$ cat src/rtl/instr_fetch_unit.sv
// Multicycle instruction fetch stage: owns the PC, reads the instruction
// memory, latches the word, and hands it downstream with a valid/ready
// handshake. Computes the next PC for sequential, J/JAL, JR and branches.
//
// state | meaning
// ------+--------------------------------------------------------------
// FETCH | imem_addr = pc[11:2]; the word is captured on the next edge
// HOLD  | instr valid; waits for instr_ready, then PC takes next_pc
module instr_fetch_unit #(
    parameter logic [31:0] RESET_PC = 32'h0000_0000
) (
    input  logic        clk,
    input  logic        reset,
    output logic [9:0]  imem_addr,
    input  logic [31:0] imem_data,
    output logic [31:0] instr,
    output logic [31:0] instr_pc,
    output logic [31:0] link_addr,
    output logic        instr_valid,
    input  logic        instr_ready,
    input  logic        redirect_valid,
    input  logic [1:0]  redirect_sel,
    input  logic [31:0] redirect_reg,
    input  logic [25:0] redirect_imm,
    output logic        misalign_err,
    output logic [15:0] instr_count
);

    typedef enum logic {
        ST_FETCH = 1'b0,
        ST_HOLD  = 1'b1
    } state_t;

    localparam logic [1:0] SEL_JR     = 2'd0;
    localparam logic [1:0] SEL_J      = 2'd1;
    localparam logic [1:0] SEL_BRANCH = 2'd2;

    state_t      state_q, state_d;
    logic [31:0] pc_q, pc_d;
    logic [31:0] instr_q, instr_d;
    logic [31:0] instr_pc_q, instr_pc_d;
    logic [15:0] count_q, count_d;
    logic        misalign_q, misalign_d;

    logic        fetch_en;
    logic        accept;
    logic [31:0] pc4;
    logic [31:0] next_pc;
    logic        jr_misaligned;

    // State register: reset forces FETCH and drops any pending instruction
    always_ff @(posedge clk or negedge reset) begin
        if (!reset) begin
            state_q <= ST_FETCH;
        end else begin
            state_q <= state_d;
        end
    end

    // Next-state: one FETCH cycle, then HOLD until downstream accepts
    always_comb begin
        state_d = state_q;
        case (state_q)
            ST_FETCH: state_d = ST_HOLD;
            ST_HOLD:  if (instr_ready) state_d = ST_FETCH;
            default:  state_d = ST_FETCH;
        endcase
    end

    // FSM outputs: valid in HOLD, accept is the handshake completing
    always_comb begin
        fetch_en    = (state_q == ST_FETCH);
        instr_valid = (state_q == ST_HOLD);
        accept      = (state_q == ST_HOLD) && instr_ready;
    end

    // Next-PC selection; sel 3 falls through to sequential flow
    always_comb begin
        pc4           = instr_pc_q + 32'd4;
        next_pc       = pc4;
        jr_misaligned = 1'b0;
        if (redirect_valid) begin
            case (redirect_sel)
                SEL_JR: begin
                    next_pc       = {redirect_reg[31:2], 2'b00};
                    jr_misaligned = (redirect_reg[1:0] != 2'b00);
                end
                SEL_J:      next_pc = {pc4[31:28], redirect_imm, 2'b00};
                SEL_BRANCH: next_pc = pc4 + {{14{redirect_imm[15]}}, redirect_imm[15:0], 2'b00};
                default:    next_pc = pc4;
            endcase
        end
    end

    // Datapath next values: capture on fetch, advance PC and count on accept
    always_comb begin
        pc_d       = pc_q;
        instr_d    = instr_q;
        instr_pc_d = instr_pc_q;
        count_d    = count_q;
        misalign_d = misalign_q;
        if (fetch_en) begin
            instr_d    = imem_data;
            instr_pc_d = pc_q;
        end
        if (accept) begin
            pc_d       = next_pc;
            count_d    = count_q + 16'd1;
            misalign_d = misalign_q | jr_misaligned;
        end
    end

    // Datapath registers
    always_ff @(posedge clk or negedge reset) begin
        if (!reset) begin
            pc_q       <= RESET_PC;
            instr_q    <= 32'h0;
            instr_pc_q <= 32'h0;
            count_q    <= 16'h0;
            misalign_q <= 1'b0;
        end else begin
            pc_q       <= pc_d;
            instr_q    <= instr_d;
            instr_pc_q <= instr_pc_d;
            count_q    <= count_d;
            misalign_q <= misalign_d;
        end
    end

    // Output drive; fetch addresses wrap within the 4 KB window
    always_comb begin
        imem_addr    = pc_q[11:2];
        instr        = instr_q;
        instr_pc     = instr_pc_q;
        link_addr    = instr_pc_q + 32'd8;
        instr_count  = count_q;
        misalign_err = misalign_q;
    end

endmodule

$ cat config.mk
export PLATFORM = sky130hd
export DESIGN_NAME = instr_fetch_unit
export DESIGN_NICKNAME = d
export VERILOG_FILES = /design/src/rtl/instr_fetch_unit.sv
export SDC_FILE = /design/constraint.sdc
export NUM_CORES = 1
export LEC_CHECK = 0
export BUFFER_PORTS_ARGS = -buffer_cell sky130_fd_sc_hd__clkbuf_2
export CAP_MARGIN = 40
export CORE_MARGIN = 3
export CORE_UTILIZATION = 48
export CTS_BUF_LIST = sky130_fd_sc_hd__clkbuf_16
export DETAILED_ROUTE_END_ITERATION = 8
export PLACE_DENSITY_LB_ADDON = 0.12
export SLEW_MARGIN = 20
export SYNTH_ARGS = -nofsm -noshare
export SYNTH_HDL_FRONTEND = slang
export SYNTH_SLANG_ARGS = --single-unit
$ cat constraint.sdc
create_clock -name clk -period 3.8 [get_ports clk]
set_clock_uncertainty 0.05 [all_clocks]
set_input_delay 0.76 -clock clk [delete_from_list [all_inputs] [get_ports clk]]
set_output_delay 0.76 -clock clk [all_outputs]
set_load 0.05 [all_outputs]
# Yosys cells after proc, flatten, opt, wreduce, memory -nomap -nowiden
# Index checks and enable logic that the tools add are counted.
totals:
  ramBits: 0
  latchBits: 0
  word_cells: 23
  reg_bits: 114
  mem_count: 0
  output_inout_bits: 124
  rom_bits: 0
classes:
  mul: 0
  div_mod_pow: 0
  muxes: 6
  addsub: 4
  bitwise_logic: 2
  n_eq_ne: 2
  n_shift: 0
  reduce_logical: 3
  n_lt_le_gt_ge: 0
ops:
  columns: ["op", "n"]
  rows:
  - ["$pmux 32 s3", 1]
  - ["$add 32x3->32 const B", 1]
  - ["$add 32x32->32", 1]
  - ["$add 32x4->32 const B", 1]
  - ["$mux 32", 1]
  - ["$add 16x1->16 const B", 1]
  - ["$mux 1", 3]
  - ["$eq 2x1->1 const B", 1]
  - ["$eq 2x2->1 const B", 1]
  - ["$logic_not 2->1", 1]
  - ["$pmux 1 s2", 1]
  - ["$reduce_bool 2->1", 1]
  - ["$logic_and 1x1->1", 1]
  - ["$not 1->1", 1]
  - ["$or 1x1->1", 1]

# Depth between registers and ports, before layout
# Gate-level depths: netlist of the first run.
depth:
  depth_word: 4
  ltp_mapped: 16

# Worst setup path after synthesis of the first run
# No wires, ideal clock.
synth_path:
  path_kind: "register to register"
  startpoint: "register instr_pc_q[4] (netlist: instr_pc[4])"
  endpoint: "register pc_q[26]"
  stages_incl_launch_ff: 16
  t_required_ns: 3.621
  path_buffers: 1
  path_slack_ns: -0.278
  arrival_ns: 3.900
  cell_sequence: "dfrtp_1 ha_1 buf_2 inv_1 nor4_1 and3_1 nand4_1 xnor2_1 ha_1 and3_1 a31oi_1 o21ai_0 or4_4 a31oi_4 xor2_1 o22ai_1"
synth_via:
  elab_chain_len: 4
synth_rtl:
  columns: ["item", "line", "text"]
  rows:
  - ["start: declaration", "41", "logic [31:0] instr_pc_q, instr_pc_d;"]
  - ["start signal: assignment", "124", "instr_pc_q <= instr_pc_d;"]
  - ["$add 32x3->32 *", "79", "pc4 = instr_pc_q + 32'd4;"]
  - ["$add 32x32->32", "89", "SEL_BRANCH: next_pc = pc4 + {{14{redirect_imm[15]}}, redirect_imm[15:0], 2'b00};"]
  - ["$pmux 32 s3", "83", "case (redirect_sel)"]
  - ["$mux 32 *", "82", "if (redirect_valid) begin"]
  - ["end signal: assignment", "122", "pc_q <= pc_d;"]
  - ["end: declaration", "39", "logic [31:0] pc_q, pc_d;"]
# Mark *: on every way between the ends. The rest lies on a longest branch, timed or not.
# A chain may end at the register's enable or synchronous reset.

# Final worst setup path of the first run
layout_path:
  startpoint: "register instr_pc_q[7] (netlist: instr_pc[7])"
  endpoint: "register pc_q[26]"
# Same word-level chain as after synthesis.

==> run summary, run 1 <==
Iteration count of the initial detailed-routing pass - 5
I/O Pins - 220
CTS buffer count - 17
IO buf count - 219
CTS tree - built
Status - finished, final reports clean
Element type at the critical path start - flop
Starting Density - 0.495
Critical Path RT - 4.05 ns
Fraction of layout cells with a size suffix above 1 - 0.395
Synth area leaders - dfrtp_1, mux2_2, xnor2_1
Synth area leader - dfrtp_1
Multi-input logic area - 4880 sq um
Top_reg_cell synth - dfrtp_1
Register clock-pin slew on the reported worst setup and hold paths - 0.06 ns
Worst skew pair latency - 0.42 ns
Worst-margin pin slew - 0.685 ns
Longest Clk Path Bufs - 2
Register area share after synthesis - 0.359
Hold_ws - 0.215 ns
FF+latch count, synth - 114
First-pass GRT wire length - 41.4 mm
Final setup TNS - 0 ns
Worst-path maximum fanout - 5
Die H - 135 microns
Die ar. - 18200 sq um
Placed cell area - 9650 sq um
Number of nets in the layout - 1267
Cells after Synth - 862
Register area - 2870 sq um
WL final - 27.1 mm
Top-count cell post-synth - dfrtp_1
Leakage - 4.94 nW
Peak supply drop - 0.000444 V
Distinct cells, synth - 65
Setup WS post-layout - 0.126 ns
Top cells by count, synth - dfrtp_1, nand2_1, mux2_2
Dpl ws - 0.0834 ns
Max-cap viol count - 0
P&R area growth vs syn - 31.5%
CP arrival - 3.92 ns
Root Buffer Master - clkbuf_16
Gpl congestion - 0.953
Slew margin rel. - 0.542
Syn_area_per_cell - 9.23 sq um
Fin crit share - 0.967
Critical path class - flop to flop
Syn. warnings - 0
Drt via density - 5.74
Synth Net Count - 996
Sink Count - 114
Worst hold path type - primary input to async pin
1st-iter DRT viols - 637
Final setup fails - 0
Share of the synthesized area in the top cell type - 0.359
Antenna Nets Post-Route - 0
Ys async rst share - 1.00
Initial antenna violation count - 0
Width of the chip - 135 microns
Critical Path Sink Type - flop
Fill cell count - 1355
Fin area - 10500 sq um
Tmin final - 3.67 ns
Vias - 7814
Final hold vios - 0
Post-synth EDFFs - 0
Pwr/cell area - 807 nW/um^2
H-tree Lvls - 4
# hold bufs at CTS - 0
Post-Syn Area - 7960 sq um
Row count - 46
F_max - 272 MHz
Antenna cells - 0
WL/cell - 19.9 microns
Largest net degree at the start of global routing - 66
DRC - 0
Congestion Overflow GR - 0
Fin util - 0.652
Vias in the first global route - 7473
Slew Limit Fails - 0
GRT Util Overall - 0.295
DP HPWL - 21.0 mm
CORE AREA - 16100 sq um
Worst r2r path cells - 13
-- routing by layer --
| layer | vias up | part of all wire | routed length [microns] | track usage |
|---|---|---|---|---|
| met5 | - | 0 | 0 | 0 |
| met4 | 0 | 0.030 | 816 | 0.109 |
| met3 | 53 | 0.088 | 2380 | 0.0537 |
| met2 | 396 | 0.44 | 11900 | 0.450 |
| met1 | 3687 | 0.44 | 12000 | 0.421 |
| li1 | 3678 | - | - | - |
-- per-stage QoR --
stage	power, mW	instances
global placement	6.72	1314
global route	8.87	1362
floorplan	5.34	862
CTS	8.24	1347
detailed placement	6.74	1315
finish	8.45	1362
-- state kept, by name, summed over array words and instances, names as in the netlist --
signal	flops
instr	32
misalign_err	1
instr_valid	1
pc_q	32
instr_pc	32
instr_count	16
-- layout make-up --
| cell class | count | share of cell area |
|---|---|---|
| Clock buffer | 17 | 0.0406 |
| Clock inverter | 15 | 0.0114 |
| Inverter | 21 | 0.00753 |
| Multi-Input combinational cell | 666 | 0.466 |
| Sequential cell | 114 | 0.274 |
| Tap cell | 216 | 0.0258 |
| Timing Repair Buffer | 313 | 0.174 |
-- cells by family after synthesis --
logic type | share of synthesized area
and+or+nand+nor | 0.158
AOI/OAI and AO/OA | 0.174
DFF | 0.359
xor gates and xnor gates | 0.0999
buffers and inverters | 0.0467
muxes | 0.103
adders and majority gates | 0.0607
-- what timing repair did --
action	4_1_cts	5_1_grt
setup buffers	0	13
gates resized for setup	0	30
setup endpoints to repair	0	12
-- cell usage in the layout, fill, tap and decap left out, drive strengths merged, types with 12 or more instances in the layout --
master,synthesis,final
ha,37,37
nand3,32,32
o22ai,14,14
nand4,24,24
and3,15,15
a21oi,47,47
dfrtp,114,114
inv,19,22
a31oi,12,12
nor3,21,21
xor2,30,30
buf,26,95
mux2,68,68
clkbuf,35,235
o21ai,42,42
a21o,17,17
nor2,54,54
xnor2,58,58
nand2,74,74
-- worst max-delay path: stages (launching register included) --
cell and delay, ns:
dfrtp_2 0.41, and3_1 0.21, nand3_1 0.14, buf_4 0.19
xnor2_1 0.34, ha_1 0.37, o21a_1 0.15, o211ai_1 0.14
o21ba_1 0.18, o41a_1 0.50, or4_4 0.46, a31oi_4 0.17
xor2_1 0.16, o22ai_1 0.08
-- report_power, final --
part	total [mW]	internal [mW]	switching (mW)	leakage, nW
Combinational	5.05	1.74	3.31	3.33
Sequential	1.92	1.54	0.374	1.34
Clock	1.48	0.889	0.590	0.262
Total	8.45	4.17	4.27	4.94
-- final timing paths --
path / start / endpoint / slack (ns)
setup / recovery: instr_pc[7] / pc_q[26] / 0.13
hold / removal: reset / instr_count[15] / 0.22
setup reg to reg: instr_pc[7] / pc_q[26] / 0.13
hold reg to reg: instr_count[15] / instr_count[15] / 0.42
max in group asynchronous: reset / instr_pc[0] / 2.78
min in group clk: instr_count[15] / instr_count[15] / 0.42
No activity file was read; power rests on OpenSTA's default activity.
==> run 2, diff against run 1 <==
Settings changed: PLACE_DENSITY from default to 0.77, PLACE_DENSITY_LB_ADDON 0.12 to default.
==> run summary, run 2 (same netlist as run 1, synthesis figures left out) <==
Critical path class - flop to flop
Final hold vios - 0 (unchanged)
CORE AREA - 16100 sq um (unchanged)
Number of nets in the layout - 1277 (+0.79%)
IO buf count - 219 (unchanged)
Drt via density - 5.89 (+2.7%)
Fin area - 10700 sq um (+1.8%)
Critical Path Sink Type - flop
Fin util - 0.663 (+0.0115)
Most common cell after layout, fill and taps aside - clkbuf_2
Critical Path RT - 4.05 ns (about the same)
Peak supply drop - 0.000483 V (+8.7%)
Tmin final - 3.71 ns (+0.0325 ns)
Final setup fails - 0 (unchanged)
Slew Limit Fails - 0 (unchanged)
Register clock-pin slew on the reported worst setup and hold paths - 0.06 ns (about the same)
Largest net degree at the start of global routing - 66 (unchanged)
Antenna Nets Post-Route - 0 (unchanged)
Design Power - 8.68 mW (+2.8%)
Sink Count - 114 (unchanged)
Pwr/cell area - 815 nW/um^2 (+0.97%)
Slew margin rel. - 0.523 (-0.0189)
Register-to-Register Setup Slack - 0.09 ns (-0.03 ns)
Max incr delay on CP - 0.53 ns (+0.03 ns)
Max-cap viol count - 0 (unchanged)
WL final - 28.0 mm (+3.4%)
Crit-path cells - nand3_1, buf_4, nor3_2, nand2_1, xnor2_1, buf_4, ha_1, and4_1, o211ai_1, o21ba_2, o41a_1, or4_4, a31oi_4, xor2_1, o22ai_1
Initial antenna violation count - 0 (unchanged)
Root Buffer Master - clkbuf_16
F_max - 270 MHz (-0.88%)
I/O Pins - 220 (unchanged)
Worst hold path type - primary input to async pin
Die ar. - 18200 sq um (unchanged)
First-pass GRT wire length - 41.7 mm (+0.82%)
CP arrival - 3.95 ns (+0.03 ns)
Element type at the critical path start - flop
Vias - 8080 (+3.4%)
1st-iter DRT viols - 836 (+31%)
Crit-path slowest cell - o41a_1
DP HPWL - 21.1 mm (+0.60%)
Die H - 135 microns (unchanged)
Leakage - 4.99 nW (+1.0%)
WL/cell - 20.4 microns (+2.6%)
H-tree Lvls - 4 (unchanged)
Worst-path maximum fanout - 6 (+1)
Congestion Overflow GR - 0 (unchanged)
Worst-margin pin slew - 0.715 ns (+0.0297 ns)
Fin crit share - 0.975 (+0.00855)
Most frequent cells in the layout - clkbuf_2, buf_4, dfrtp_1
Iteration count of the initial detailed-routing pass - 6 (+1)
Starting Density - 0.495 (unchanged)
Most used cell along the critical path - buf_4
GRT Util Overall - 0.295 (about the same)
Register area - 2870 sq um (about the same)
# hold bufs at CTS - 0 (unchanged)
DRC - 0 (unchanged)
Antenna cells - 0 (unchanged)
Longest Clk Path Bufs - 2 (unchanged)
Vias in the first global route - 7704 (+3.1%)
CTS buffer count - 17 (unchanged)
P&R area growth vs syn - 33.9%
Worst skew pair latency - 0.42 ns (about the same)
Fill cell count - 1278 (-5.7%)
CTS tree - built
Status - finished, final reports clean
Width of the chip - 135 microns (unchanged)
Gpl congestion - 1.03 (+8.0%)
Row count - 46 (unchanged)
Placed cell area - 9740 sq um (+0.95%)
Fraction of layout cells with a size suffix above 1 - 0.413 (+0.0182)
Multi-input logic area - 4950 sq um (+1.4%)
==> run 2: per-layer routing <==
| layer | global-route usage | vias to the layer above | wire length [microns] |
|---|---|---|---|
| met5 | 0 | - | 0 |
| met4 | 0.132 | 0 | 1040 |
| met3 | 0.0611 | 84 | 2960 |
| met2 | 0.467 | 526 | 12800 |
| met1 | 0.392 | 3780 | 11200 |
| li1 | - | 3690 | - |
==> run 2: layout make-up <==
| class | count | area share |
|---|---|---|
| timing repair buffer | 323 | 0.179 |
| tap | 216 | 0.0254 |
| multi-input combinational | 666 | 0.464 |
| inverter | 21 | 0.00740 |
| sequential | 114 | 0.269 |
| clock buffer | 17 | 0.0399 |
| clock inverter | 15 | 0.0150 |
==> run 2: metrics by stage <==
stage | TNS (ns) | instances | setup WS [ns] | hold WS [ns]
5_1_grt | -0.103 | 1372 | -0.0474 | 0.387
3_5_place_dp | -0.200 | 1325 | -0.0723 | 0.422
3_3_place_gp | -0.132 | 1325 | -0.0652 | 0.411
6_report | 0 | 1372 | 0.0936 | 0.335
4_1_cts | 0 | 1357 | 0.0463 | 0.358
2_1_floorplan | 0 | 862 | 0.000875 | 0.395
==> run 2: timing repair <==
| item | in CTS | in global routing |
|---|---|---|
| setup endpoints to repair | 6 | 15 |
| resized for setup | 5 | 38 |
| buffers inserted | 0 | 14 |
| pin swaps | 0 | 8 |
==> run 2: path summary, 6_finish.rpt <==
check	to	depth (start not counted)	from
max	pc_q[26]	15	instr_pc[9]
min	pc_q[6]	1	reset
max reg2reg	pc_q[26]	15	instr_pc[9]
min reg2reg	instr_count[15]	1	instr_count[15]
max in group asynchronous	instr_valid	2	reset
min in group clk	instr_count[15]	1	instr_count[15]
==> run 2: where the power goes <==
part	switching (mW)	leakage, nW	internal, mW	total [mW]
logic	3.38	3.37	1.79	5.18
registers	0.386	1.34	1.54	1.93
clock network	0.605	0.274	0.968	1.57
total	4.37	4.99	4.30	8.68
==> run 2: critical path: cells and delay by family, from the launching register on <==
| kind | cells | cell delay, ns |
|---|---|---|
| AND/OR/NAND/NOR | 5 | 1.09 |
| AO/OA/AOI/OAI | 5 | 1.05 |
| flip-flops | 1 | 0.43 |
| buffers and inverters | 2 | 0.36 |
| XOR/XNOR | 2 | 0.30 |
| adder cells (fa/ha/maj) | 1 | 0.30 |
